**config.mk**
```make
export PLATFORM = sky130hd
export DESIGN_NAME = ibex_mac_seq_flat
export DESIGN_NICKNAME = d
export VERILOG_FILES = /design/src/rtl/ibex_mac_seq_if.sv /design/src/rtl/ibex_mac_seq.sv /design/src/flat_wrapper.sv
export SDC_FILE = /design/constraint.sdc
export NUM_CORES = 1
export LEC_CHECK = 0
export ABC_CLOCK_PERIOD_IN_PS = 4000
export BUFFER_PORTS_ARGS = -buffer_cell sky130_fd_sc_hd__buf_4
export CORE_ASPECT_RATIO = 1.4
export CORE_MARGIN = 5
export CORE_UTILIZATION = 59
export CTS_CLUSTER_DIAMETER = 200
export DETAILED_ROUTE_END_ITERATION = 10
export PLACE_DENSITY = 0.85
export SKIP_CTS_REPAIR_TIMING = 1
export SYNTH_ARGS = -nofsm -noshare
export SYNTH_HDL_FRONTEND = slang
export SYNTH_SLANG_ARGS = --single-unit
```
**constraint.sdc**
```tcl
create_clock -name clk_i -period 4 [get_ports clk_i]
set_input_delay 0.6 -clock clk_i [delete_from_list [all_inputs] [get_ports clk_i]]
set_output_delay 0.6 -clock clk_i [all_outputs]
set_load 0.005 [all_outputs]
```
**src/rtl/ibex_mac_seq_if.sv**
```systemverilog
// Operand/result bus of the pipelined MAC unit. The slave side is the unit;
// the master side is the operand fetch / result writeback logic.
interface ibex_mac_seq_if #(
  parameter int DataWidth = 8,
  parameter int AccWidth  = 24,
  parameter int MaxTaps   = 9
);
  localparam int CntW = $clog2(MaxTaps + 1);

  logic                 in_valid_i;
  logic                 in_ready_o;
  logic [DataWidth-1:0] operand_a_i;
  logic [DataWidth-1:0] operand_b_i;
  logic [1:0]           op_i;
  logic                 signed_i;
  logic                 last_i;
  logic                 clear_i;
  logic                 out_valid_o;
  logic                 out_ready_i;
  logic [AccWidth-1:0]  result_o;
  logic                 overflow_o;
  logic                 busy_o;
  logic [CntW-1:0]      tap_count_o;

  modport master (
    output in_valid_i, operand_a_i, operand_b_i, op_i, signed_i, last_i, clear_i, out_ready_i,
    input  in_ready_o, out_valid_o, result_o, overflow_o, busy_o, tap_count_o
  );

  modport slave (
    input  in_valid_i, operand_a_i, operand_b_i, op_i, signed_i, last_i, clear_i, out_ready_i,
    output in_ready_o, out_valid_o, result_o, overflow_o, busy_o, tap_count_o
  );
endinterface

```
**src/rtl/ibex_mac_seq.sv**
```systemverilog
// Two-stage ADD/SUB/MULT/MAC unit. Stage 1 forms the exact operand result
// (sum, difference or product) at 2*DataWidth+2 bits; stage 2 either emits it
// or folds it into the accumulator. Sequence bookkeeping (state, tap count,
// first/last flags) is decided at acceptance and travels with the beat.
module ibex_mac_seq #(
  parameter int DataWidth = 8,
  parameter int AccWidth  = 24,
  parameter int MaxTaps   = 9
) (
  input logic          clk_i,
  input logic          rst_i,
  ibex_mac_seq_if.slave bus
);
  localparam int PW   = 2 * DataWidth + 2;
  localparam int CntW = $clog2(MaxTaps + 1);

  localparam logic [1:0] OP_ADD = 2'b00;
  localparam logic [1:0] OP_SUB = 2'b01;
  localparam logic [1:0] OP_MAC = 2'b11;

  typedef enum logic {IDLE = 1'b0, ACCUM = 1'b1} state_e;

  state_e              state_q, state_d;
  logic [CntW-1:0]     tap_q, tap_d;
  logic                s1_valid_q, s1_valid_d, s1_signed_q, s1_signed_d;
  logic                s1_last_q, s1_last_d, s1_first_q, s1_first_d;
  logic [1:0]          s1_op_q, s1_op_d;
  logic [PW-1:0]       s1_val_q, s1_val_d;
  logic [AccWidth-1:0] acc_q, acc_d, result_q, result_d;
  logic                acc_ovf_q, acc_ovf_d, out_valid_q, out_valid_d, out_ovf_q, out_ovf_d;

  logic                adv, in_ready, accept, mac_beat, eff_last;
  logic signed [PW-1:0] a_w, b_w;
  logic [AccWidth-1:0] prod_x, base;
  logic [AccWidth:0]   sum_c;
  logic                base_ovf, step_ovf, s1_mac;

  // Handshake: the whole pipe moves when the output register is free or drained.
  // A beat is forced last when it would bring the tap count to MaxTaps.
  always_comb begin
    adv      = ~out_valid_q | bus.out_ready_i;
    in_ready = ~rst_i & adv & ~bus.clear_i;
    accept   = bus.in_valid_i & in_ready;
    mac_beat = accept & (bus.op_i == OP_MAC);
    eff_last = bus.last_i | (tap_q == CntW'(MaxTaps - 1));
  end

  // FSM next state and tap counter; clear dominates any beat.
  always_comb begin
    state_d = state_q;
    tap_d   = tap_q;
    if (bus.clear_i) begin
      state_d = IDLE;
      tap_d   = '0;
    end else if (mac_beat) begin
      if (eff_last) begin
        state_d = IDLE;
        tap_d   = '0;
      end else begin
        state_d = ACCUM;
        tap_d   = tap_q + CntW'(1);
      end
    end
  end

  // FSM / datapath outputs.
  always_comb begin
    bus.in_ready_o  = in_ready;
    bus.busy_o      = (state_q == ACCUM);
    bus.tap_count_o = tap_q;
    bus.out_valid_o = out_valid_q;
    bus.result_o    = result_q;
    bus.overflow_o  = out_ovf_q;
  end

  // Stage 1: extend operands per signed_i and form the exact ADD/SUB/MULT value.
  // A clear kills a MAC beat sitting here even while the pipe is stalled.
  always_comb begin
    a_w = {{(PW - DataWidth){bus.signed_i & bus.operand_a_i[DataWidth-1]}}, bus.operand_a_i};
    b_w = {{(PW - DataWidth){bus.signed_i & bus.operand_b_i[DataWidth-1]}}, bus.operand_b_i};
    s1_valid_d  = s1_valid_q & ~(bus.clear_i & (s1_op_q == OP_MAC));
    s1_op_d     = s1_op_q;
    s1_signed_d = s1_signed_q;
    s1_last_d   = s1_last_q;
    s1_first_d  = s1_first_q;
    s1_val_d    = s1_val_q;
    if (adv) begin
      s1_valid_d = accept;
      if (accept) begin
        s1_op_d     = bus.op_i;
        s1_signed_d = bus.signed_i;
        s1_last_d   = eff_last;
        s1_first_d  = (state_q == IDLE);
        case (bus.op_i)
          OP_ADD:  s1_val_d = a_w + b_w;
          OP_SUB:  s1_val_d = a_w - b_w;
          default: s1_val_d = a_w * b_w;
        endcase
      end
    end
  end

  // Stage 2: emit plain results, or accumulate and emit on the sequence's last beat.
  // Overflow follows each beat's own signedness and is sticky for the sequence.
  always_comb begin
    if (s1_signed_q) prod_x = AccWidth'(signed'(s1_val_q));
    else             prod_x = AccWidth'(s1_val_q);
    base     = s1_first_q ? '0 : acc_q;
    base_ovf = s1_first_q ? 1'b0 : acc_ovf_q;
    sum_c    = {1'b0, base} + {1'b0, prod_x};
    step_ovf = s1_signed_q ? ((base[AccWidth-1] == prod_x[AccWidth-1]) &
                              (sum_c[AccWidth-1] != base[AccWidth-1]))
                           : sum_c[AccWidth];
    s1_mac   = s1_valid_q & (s1_op_q == OP_MAC) & ~bus.clear_i;

    acc_d       = acc_q;
    acc_ovf_d   = acc_ovf_q;
    result_d    = result_q;
    out_valid_d = out_valid_q;
    out_ovf_d   = out_ovf_q;
    if (bus.clear_i) begin
      acc_d     = '0;
      acc_ovf_d = 1'b0;
    end
    if (adv) begin
      out_valid_d = 1'b0;
      if (s1_valid_q && (s1_op_q != OP_MAC)) begin
        result_d    = prod_x;
        out_ovf_d   = 1'b0;
        out_valid_d = 1'b1;
      end else if (s1_mac) begin
        if (s1_last_q) begin
          result_d    = sum_c[AccWidth-1:0];
          out_ovf_d   = base_ovf | step_ovf;
          out_valid_d = 1'b1;
          acc_d       = '0;
          acc_ovf_d   = 1'b0;
        end else begin
          acc_d     = sum_c[AccWidth-1:0];
          acc_ovf_d = base_ovf | step_ovf;
        end
      end
    end
  end

  // State register for FSM, both pipeline stages and the accumulator.
  always_ff @(posedge clk_i or posedge rst_i) begin
    if (rst_i) begin
      state_q     <= IDLE;
      tap_q       <= '0;
      s1_valid_q  <= 1'b0;
      s1_op_q     <= 2'b00;
      s1_signed_q <= 1'b0;
      s1_last_q   <= 1'b0;
      s1_first_q  <= 1'b0;
      s1_val_q    <= '0;
      acc_q       <= '0;
      acc_ovf_q   <= 1'b0;
      result_q    <= '0;
      out_valid_q <= 1'b0;
      out_ovf_q   <= 1'b0;
    end else begin
      state_q     <= state_d;
      tap_q       <= tap_d;
      s1_valid_q  <= s1_valid_d;
      s1_op_q     <= s1_op_d;
      s1_signed_q <= s1_signed_d;
      s1_last_q   <= s1_last_d;
      s1_first_q  <= s1_first_d;
      s1_val_q    <= s1_val_d;
      acc_q       <= acc_d;
      acc_ovf_q   <= acc_ovf_d;
      result_q    <= result_d;
      out_valid_q <= out_valid_d;
      out_ovf_q   <= out_ovf_d;
    end
  end
endmodule
```
**src/flat_wrapper.sv**
```systemverilog
// flat-port wrapper written by rule: the top's interface ports become plain ports
module ibex_mac_seq_flat 
#(
  parameter int DataWidth = 8,
  parameter int AccWidth  = 24,
  parameter int MaxTaps   = 9
)
  (clk_i, rst_i, bus_in_valid_i, bus_operand_a_i, bus_operand_b_i, bus_op_i, bus_signed_i, bus_last_i, bus_clear_i, bus_out_ready_i, bus_in_ready_o, bus_out_valid_o, bus_result_o, bus_overflow_o, bus_busy_o, bus_tap_count_o);
  ibex_mac_seq_if #(.DataWidth(DataWidth), .AccWidth(AccWidth), .MaxTaps(MaxTaps)) bus_i ();
  input logic clk_i;
  input logic rst_i;
  input wire logic [$bits(bus_i.in_valid_i)-1:0] bus_in_valid_i;
  input wire logic [$bits(bus_i.operand_a_i)-1:0] bus_operand_a_i;
  input wire logic [$bits(bus_i.operand_b_i)-1:0] bus_operand_b_i;
  input wire logic [$bits(bus_i.op_i)-1:0] bus_op_i;
  input wire logic [$bits(bus_i.signed_i)-1:0] bus_signed_i;
  input wire logic [$bits(bus_i.last_i)-1:0] bus_last_i;
  input wire logic [$bits(bus_i.clear_i)-1:0] bus_clear_i;
  input wire logic [$bits(bus_i.out_ready_i)-1:0] bus_out_ready_i;
  output wire logic [$bits(bus_i.in_ready_o)-1:0] bus_in_ready_o;
  output wire logic [$bits(bus_i.out_valid_o)-1:0] bus_out_valid_o;
  output wire logic [$bits(bus_i.result_o)-1:0] bus_result_o;
  output wire logic [$bits(bus_i.overflow_o)-1:0] bus_overflow_o;
  output wire logic [$bits(bus_i.busy_o)-1:0] bus_busy_o;
  output wire logic [$bits(bus_i.tap_count_o)-1:0] bus_tap_count_o;
  assign bus_i.in_valid_i = bus_in_valid_i;
  assign bus_i.operand_a_i = bus_operand_a_i;
  assign bus_i.operand_b_i = bus_operand_b_i;
  assign bus_i.op_i = bus_op_i;
  assign bus_i.signed_i = bus_signed_i;
  assign bus_i.last_i = bus_last_i;
  assign bus_i.clear_i = bus_clear_i;
  assign bus_i.out_ready_i = bus_out_ready_i;
  assign bus_in_ready_o = bus_i.in_ready_o;
  assign bus_out_valid_o = bus_i.out_valid_o;
  assign bus_result_o = bus_i.result_o;
  assign bus_overflow_o = bus_i.overflow_o;
  assign bus_busy_o = bus_i.busy_o;
  assign bus_tap_count_o = bus_i.tap_count_o;
  ibex_mac_seq #(.DataWidth(DataWidth), .AccWidth(AccWidth), .MaxTaps(MaxTaps)) u_core (.clk_i(clk_i), .rst_i(rst_i), .bus(bus_i));
endmodule
```
Yosys cells after proc, flatten, opt, wreduce, memory -nomap -nowiden
Index checks and enable logic that the tools add are counted.
{ "classes": {"add_sub_neg": 4, "n_mul": 1, "n_eq_ne": 7, "mux": 31, "bitwise": 19, "n_reduce_logical": 7} }
{ "ops": {"columns": ["operator", "count"], "rows": [
  ["24-bit 2-to-1 mux", 10],
  ["18-bit case mux with 2 select lines", 1],
  ["24-bit by 24-bit adder with 25-bit output", 1],
  ["9-bit by 9-bit multiplier with 18-bit output", 1],
  ["1-bit 2-to-1 mux", 17],
  ["4-bit 2-to-1 mux", 3],
  ["1-bit bitwise AND", 11],
  ["9-bit by 9-bit adder with 10-bit output", 1],
  ["9-bit by 9-bit subtractor with 10-bit output", 1],
  ["2-bit nonzero test", 3],
  ["1-bit inverter", 5],
  ["4-bit by 1-bit adder with 4-bit output, second input constant", 1],
  ["2-bit == test, second input constant", 2],
  ["4-bit == test, second input constant", 1],
  ["1-bit OR", 3],
  ["3-bit AND reduction", 1],
  ["2-bit by 1-bit == test with 1-bit output, second input constant", 1],
  ["2-bit zero test", 1],
  ["2-bit inequality test, second input constant", 1],
  ["2-bit AND reduction", 1],
  ["1-bit == test", 1],
  ["1-bit logical AND", 1],
  ["1-bit inequality test", 1]
]} }
{ "word_totals": {"ff_bits": 80, "in_bits": 25, "out_inout_bits": 32, "word_cells": 82} }

Longest topological paths before layout
Gate-level depths: netlist of run 1.
{ "logic_depth": {"ltp_word": 10, "ltp_mapped": 20, "mapped_depth_nobuf": 20} }

Worst setup path before layout of run 1
Ideal clock, no wire load.
{ "synth_path": {"kind": "input to register", "start": "input bus_operand_a_i[7]", "end": "register u_core.s1_val_q[15]", "setup_time_ns": 0.077, "arrival_time_ns": 5.598, "required_ns": 3.923, "path_slack_ns": -1.676, "path_stages": 20, "cell_sequence": "clkbuf_1 -> and2_1 -> clkbuf_1 -> nand2_1 -> fa_1 -> inv_1 -> fa_1 -> fa_1 -> fa_1 -> inv_1 -> fa_1 -> inv_1 -> ha_1 -> a21oi_1 -> o21bai_1 -> a2111o_1 -> a41oi_1 -> xnor2_1 -> nand2_1 -> a21oi_1"} }
{ "synth_via": {"elab_chain_cells": 3} }
{ "synth_lines": {"columns": ["item", "line_no", "source"], "rows": [
  ["start: declaration", "flat_wrapper.sv:13", "input wire logic [$bits(bus_i.operand_a_i)-1:0] bus_operand_a_i;"],
  ["1-bit bitwise AND", "ibex_mac_seq.sv:79", "a_w = {{(PW - DataWidth){bus.signed_i & bus.operand_a_i[DataWidth-1]}}, bus.operand_a_i};"],
  ["9-bit by 9-bit multiplier with 18-bit output, or another cell as far along", "ibex_mac_seq.sv:97", "default: s1_val_d = a_w * b_w;"],
  ["18-bit case mux with 2 select lines *", "ibex_mac_seq.sv:94", "case (bus.op_i)"],
  ["end signal: assignment", "ibex_mac_seq.sv:170", "s1_val_q <= s1_val_d;"],
  ["end: declaration", "ibex_mac_seq.sv:28", "logic [PW-1:0] s1_val_q, s1_val_d;"]
]} }
Mark *: on every way between the ends. The rest lies on a longest branch, timed or not.
A chain may end at the register's enable or synchronous reset.

Worst setup path after layout of run 1
{ "layout_path": {"start": "input bus_signed_i", "end": "register u_core.s1_val_q[15]"} }
{ "layout_via": {"elab_chain_cells": 3} }
{ "layout_lines": {"columns": ["item", "line_no", "source"], "rows": [
  ["start: declaration", "flat_wrapper.sv:16", "input wire logic [$bits(bus_i.signed_i)-1:0] bus_signed_i;"],
  ["1-bit bitwise AND (on tied branches)", "ibex_mac_seq.sv:79, ibex_mac_seq.sv:80", null],
  ["9-bit by 9-bit multiplier with 18-bit output, or another cell as far along", "ibex_mac_seq.sv:97", null],
  ["18-bit case mux with 2 select lines *", "ibex_mac_seq.sv:94", null]
]} }
Marked as above.

==> results.py, run 1 <==
metrics = {
    "outcome": {
        "status": "finished, violations left",
        "violations": "negative setup slack",
    },
    "clocking": {
        "cts_made_buffers": 9,
        "cts_tree": "yes",
        "clock-sinks": 80,
        "path_clk_slew_ns": 0.06,
        "worstSkewPairLatency_ns": 0.35,
        "root_buffer": "clkbuf_16",
        "max-clock-path-buffers": 2,
        "cts_max_level": 3,
    },
    "worst_setup_path": {
        "reg2reg_slack_ns": 0.57,
        "path_cells": "buf_8, buf_6, and2_4, nand2_4, fa_1, inv_2, fa_1, fa_1, fa_1, inv_2, fa_1, inv_2, ha_4, a21oi_4, o21bai_1, a2111o_1, a41oi_2, xnor2_1, nand2_1, a21oi_2",
        "slowest_stage": "fa_1",
        "cp-end-kind": "flip-flop",
        "path_delay_family": "adder cells",
        "critPathMaxFanout": 3,
        "worstSetupStartpointType": "input pin",
        "cpMostUsedCell": "fa_1",
        "critPathMaxStageDelay_ns": 0.53,
        "worstRegToRegCells": 11,
        "cp.buffers_inverters": 5,
        "cp_data_required_time_ns": 4.27,
        "critical_path_class": "input pin to flip-flop",
        "r2r_start": "u_core.s1_first_q",
        "r2r_end": "u_core.acc_ovf_q",
        "worstPathArrival_ns": 5.15,
    },
    "routing": {
        "num_vias": 6994,
        "ant_nets": 0,
        "via_per_inst": 5.69,
        "post_drt_wl_per_cell_um": 16.6,
        "drt-initial-drc-count": 415,
        "firstDrtPassIters": 5,
        "drc": 0,
        "wl_um": 20400,
    },
    "power_and_ir_drop": {
        "powerDensity_nw_per_um2": 527,
        "leakage_uw": 0.00507,
        "switching_share": 0.401,
        "clkPwrFrac": 0.160,
        "seqPwrFrac": 0.224,
        "power_frac_comb": 0.615,
        "power_uw": 5250,
        "p_sw_uw": 2110,
        "intPower_uw": 3140,
        "vdd_drop_max_uv": 339,
    },
    "yosys": {
        "ys_ff_latch": 80,
        "netlist_top_cells_area": "dfrtp_1, fa_1, ha_1",
        "syn_area_per_cell_sq_um": 9.00,
        "ys_async_sr_fraction": 1.00,
        "synth_top_cell_by_area": "dfrtp_1",
        "ys_seq_area_frac": 0.241,
        "synth_edf_count": 0,
        "synthCells": 923,
        "synth_ff_type": "dfrtp_1",
        "ys_warn_count": 0,
        "syn_nets": 1103,
        "synth_top_area_frac": 0.241,
        "yosysMostFrequentCell": "nand2_1",
        "synth_top_cells_by_count": "nand2_1, inv_1, ha_1, dfrtp_1, fa_1",
        "syn-cell-area_sq_um": 8300,
        "post_synth_num_cell_types": 63,
    },
    "timing": {
        "rsz0062_at_grt": "yes",
        "worst_slew_pin_slew_ns": 0.915,
        "setup_violations": 11,
        "worst_hold_slack_ns": 0.442,
        "fin_crit_sh": 1.22,
        "fin_setup_tns_ns": -5.50,
        "fin_crit_ns": 4.88,
        "worst_slew_margin_rel": 0.389,
        "finalHoldViolCount": 0,
        "finClkSkew_ns": 0.00513,
        "fmax_ghz": 0.205,
        "maxSlewViolCount": 0,
        "worst_slack_ns": -0.878,
    },
    "global_routing": {
        "grt_first_pass_wirelength_um": 34600,
        "gr-usage-all-layers": 0.262,
        "met3_usage": 0.0317,
        "grtUsageMet2": 0.474,
        "use_met1": 0.303,
        "top_usage_layer": "met2",
        "grt_pass1_vias": 7469,
        "antenna_found_initial": 0,
        "gr-total-overflow": 0,
        "grt_max_degree": 55,
    },
    "floorplanning": {
        "initial_core_util": 0.600,
        "rows": 51,
        "ios": 57,
        "core_sq_um": 13800,
        "die_h_um": 150,
        "die_x_um": 110,
        "die_area_sq_um": 16600,
    },
    "layout": {
        "area_growth_pct": 20.2,
        "fillers": 1006,
        "antenna_cells": 0,
        "stdcell_area_sq_um": 9980,
        "multi_input_area_sq_um": 5940,
        "final_nets": 1220,
        "final_util": 0.721,
        "regArea_sq_um": 2000,
        "drive_above_1_share": 0.195,
    },
    "placement": {
        "placed_area_sq_um": 9520,
        "routabilityCongestion": 0.937,
        "io_buffers": 56,
        "dp_hpwl_um": 16400,
    },
    "run": {
        "drv_cap": 0,
    },
    "hold_path": {
        "hp-class": "input pin to async pin",
    },
}
layout make-up:
class | count | area share
multi-input combinational | 700 | 0.595
clock inverter | 4 | 0.00514
inverter | 113 | 0.0430
sequential | 80 | 0.201
clock buffer | 12 | 0.0257
tap | 185 | 0.0232
timing repair buffer | 136 | 0.107
sequential cells by signal, summed over array words and instances, names as in the netlist:
register,flops
u_core.s1_valid_q,1
u_core.s1_val_q,18
u_core.s1_signed_q,1
u_core.bus.tap_count_o,4
u_core.s1_first_q,1
u_core.acc_ovf_q,1
u_core.bus.busy_o,1
u_core.bus.result_o,24
u_core.s1_last_q,1
u_core.bus.out_valid_o,1
u_core.acc_q,24
u_core.bus.overflow_o,1
u_core.s1_op_q,2
how the worst max path moves through the flow:
stage                                  start             endpoint  slack, ns  cells after the start
final                           bus_signed_i  u_core.s1_val_q[15]      -0.88                     20
after global routing            bus_signed_i  u_core.s1_val_q[15]      -1.05                     20
after CTS                 bus_operand_b_i[2]  u_core.s1_val_q[15]      -0.88                     21
after detailed placement  bus_operand_b_i[2]  u_core.s1_val_q[15]      -1.23                     21
after global placement          bus_signed_i  u_core.s1_val_q[15]      -1.13                     19
after floorplan           bus_operand_a_i[7]  u_core.s1_val_q[15]      -1.00                     20
layout by cell type, fill, tap and decap left out, types with 4 or more instances in the layout:
master,netlist,final
a21o_1,18,18
a21oi_1,53,49
a21oi_2,1,4
a221o_1,7,7
a22o_1,21,21
a31oi_1,4,4
and2_1,29,27
and3_1,6,6
buf_4,0,125
buf_6,0,10
clkbuf_16,0,9
dfrtp_1,80,80
fa_1,73,69
fa_2,0,4
ha_1,82,75
ha_4,0,6
inv_1,110,102
inv_2,0,7
mux2i_1,15,15
nand2_1,114,109
nand2b_1,7,7
nand3_1,8,8
nor2_1,56,55
nor2b_1,31,31
nor3_1,11,11
nor3b_1,4,4
o211ai_1,4,4
o21a_1,4,4
o21ai_0,42,41
o21ai_1,8,8
o21bai_1,6,6
o31ai_1,5,5
xnor2_1,32,31
xor2_1,7,7
cell families (layout without fill, tap and decap cells):
family | Yosys count | after routing | share of synthesized area
adder cells (fa/ha/maj) | 155 | 155 | 0.300
buffers and inverters | 143 | 265 | 0.0646
AND/OR/NAND/NOR | 280 | 280 | 0.159
XOR/XNOR | 39 | 39 | 0.0411
flip-flops | 80 | 80 | 0.241
AO/OA/AOI/OAI | 210 | 210 | 0.175
multiplexers | 16 | 16 | 0.0194
power groups by stage:
| stage | clock network, uW | logic [uW] | registers, uW |
|---|---|---|---|
| detailed placement | 0 | 3050 | 1190 |
| global placement | 0 | 2940 | 1180 |
| CTS | 850 | 3080 | 1180 |
| floorplan | 0 | 2060 | 1150 |
| finish | 843 | 3230 | 1180 |
| global route | 881 | 3610 | 1210 |
metrics by stage:
stage / cells / worst slack [ns]
global route: 1230 / -1.05
CTS: 1227 / -0.876
global placement: 1211 / -1.13
floorplan: 923 / -1.00
finish: 1230 / -0.878
detailed placement: 1211 / -1.23
metal layers:
metal	part of all wire	routed length [um]	vias up
met5	0	0	-
met4	0.040	813	0
met3	0.038	782	64
met2	0.54	11000	192
met1	0.38	7760	3394
li1	-	-	3344
No activity file was read; power rests on OpenSTA's default activity.
==> run 2, diff against run 1 <==
--- a/config.mk
+++ b/config.mk
@@ -5,7 +5,7 @@
 export SDC_FILE = /design/constraint.sdc
 export NUM_CORES = 1
 export LEC_CHECK = 0
-export ABC_CLOCK_PERIOD_IN_PS = 4000
+export ABC_CLOCK_PERIOD_IN_PS = 4700
 export BUFFER_PORTS_ARGS = -buffer_cell sky130_fd_sc_hd__buf_4
 export CORE_ASPECT_RATIO = 1.4
 export CORE_MARGIN = 5
==> constraint.sdc (replaced) <==
create_clock -name clk_i -period 4.7 [get_ports clk_i]
set_input_delay 0.705 -clock clk_i [delete_from_list [all_inputs] [get_ports clk_i]]
set_output_delay 0.705 -clock clk_i [all_outputs]
set_load 0.005 [all_outputs]
==> results.py, run 2 (same netlist as run 1, synthesis figures left out) <==
metrics = {
    "power_and_ir_drop": {
        "powerDensity_nw_per_um2": 438,
        "vdd_drop_max_uv": 282,
        "leakage_uw": 0.00503,
    },
    "clocking": {
        "cts_max_level": 3,
        "worstSkewPairLatency_ns": 0.34,
        "root_buffer": "clkbuf_16",
        "path_clk_slew_ns": 0.05,
        "clock-sinks": 80,
        "cts_made_buffers": 9,
        "max-clock-path-buffers": 2,
        "cts_tree": "yes",
    },
    "floorplanning": {
        "initial_core_util": 0.600,
        "rows": 51,
        "die_x_um": 110,
        "die_area_sq_um": 16600,
        "die_h_um": 150,
        "ios": 57,
        "core_sq_um": 13800,
    },
    "routing": {
        "num_vias": 6873,
        "drc": 0,
        "wl_um": 19300,
        "drt-initial-drc-count": 321,
        "wl_met1_um": 7660,
        "post_drt_wl_per_cell_um": 15.7,
        "wl_met2_um": 10100,
        "top_layer_used": "met4",
        "ant_nets": 0,
        "wl_met3_um": 795,
        "via_per_inst": 5.59,
        "firstDrtPassIters": 4,
    },
    "timing": {
        "finClkSkew_ns": 0.00443,
        "worst_slew_margin_rel": 0.297,
        "fmax_ghz": 0.202,
        "worst_slew_pin_slew_ns": 1.05,
        "fin_crit_ns": 4.96,
        "worst_slack_ns": -0.258,
        "finalHoldViolCount": 0,
        "rsz0062_at_grt": "yes",
        "fin_crit_sh": 1.05,
        "setup_violations": 5,
        "maxSlewViolCount": 0,
    },
    "worst_setup_path": {
        "critPathMaxFanout": 3,
        "cp-end-kind": "flip-flop",
        "critPathMaxStageDelay_ns": 0.54,
        "path_delay_family": "adder cells",
        "cpMostUsedCell": "fa_1",
        "worstSetupStartpointType": "input pin",
        "path_cells": "buf_6, buf_6, and2_4, nand2_4, fa_1, inv_2, fa_1, fa_1, fa_1, inv_1, fa_1, inv_2, ha_4, a21oi_2, o21bai_1, a2111o_1, a41oi_2, xnor2_1, nand2_1, a21oi_2",
        "cp.buffers_inverters": 5,
        "critical_path_class": "input pin to flip-flop",
        "slowest_stage": "fa_1",
        "r2r_start": "u_core.s1_first_q",
        "crit_start": "bus_signed_i",
        "cp_data_required_time_ns": 4.97,
        "worstPathArrival_ns": 5.22,
    },
    "run": {
        "drv_cap": 0,
    },
    "placement": {
        "dp_hpwl_um": 15600,
        "pre_cts_ws_ns": -0.588,
        "dp.cells": 1211,
        "routabilityCongestion": 0.956,
        "io_buffers": 56,
    },
    "global_routing": {
        "gr-usage-all-layers": 0.240,
        "antenna_found_initial": 0,
        "grt_max_degree": 62,
        "grt_first_pass_wirelength_um": 31600,
        "gr-total-overflow": 0,
        "grt_pass1_vias": 7004,
    },
    "hold_path": {
        "hp-class": "input pin to async pin",
    },
    "outcome": {
        "violations": "negative setup slack",
        "status": "finished, violations left",
    },
    "layout": {
        "regArea_sq_um": 2000,
        "fillers": 1016,
        "layout_common_cells": "buf_4, nand2_1, inv_1",
        "antenna_cells": 0,
        "final_common_cell": "buf_4",
        "final_cells": 1230,
        "final_nets": 1221,
        "multi_input_area_sq_um": 5910,
        "drive_above_1_share": 0.189,
        "area_growth_pct": 19.1,
    },
}
[run 2: cell types whose count changed in the layout (fill, tap and decap cells not counted), moves of 2 or more]
cell	change
fa_1	-2
buf_6	-6
fa_2	+2
nand2_2	-2
buf_4	+8
clkbuf_1	+3
inv_2	-3
inv_1	+3
nand2_1	+3
[run 2: layout make-up]
type                    count  share of cell area
repair buffers            137               0.106
inverters                 113              0.0434
multi-input cells         700               0.598
well taps                 185              0.0234
flip-flops and latches     80               0.202
clock buffers              15              0.0271
[run 2: metrics by stage]
step	area (sq um)	hold WS [ns]	setup TNS, ns	util	power, uW
6_report	9890	0.329	-0.747	0.714	4330
5_1_grt	9890	0.357	-1.70	0.714	4720
4_1_cts	9740	0.325	-0.916	0.704	4210
3_5_place_dp	9470	0.472	-3.47	0.684	3550
3_3_place_gp	9470	0.456	-2.70	0.684	3440
2_1_floorplan	8380	0.441	-1.83	-	2700
[run 2: worst reg2reg max path: cells and delay by family (launching register included)]
family	cells	cell delay, ns
buffers and inverters	1	0.31
and+or+nand+nor	2	0.25
adders and majority gates	1	0.36
AOI/OAI and AO/OA	7	1.67
DFF	1	0.61
[run 2: metal layers]
metal,track usage,vias up
li1,-,3336
met2,0.423,167
met3,0.0266,49
met5,0,-
met1,0.285,3321
met4,0.121,0
[run 2: power breakdown]
part	total [uW]	internal, uW	switching (uW)
registers	1000	864	137
logic	2700	1340	1360
clock network	628	384	244
[run 2: worst paths after layout]
check	slack, ns	endpoint	cells after the start
setup / recovery	-0.26	u_core.s1_val_q[15]	20
hold / removal	0.33	u_core.bus.result_o[15]	2
setup reg to reg	1.35	u_core.bus.overflow_o	11
hold reg to reg	0.47	u_core.acc_q[4]	2
max in group asynchronous	3.35	u_core.acc_q[0]	3
min in group clk_i	0.47	u_core.acc_q[4]	2
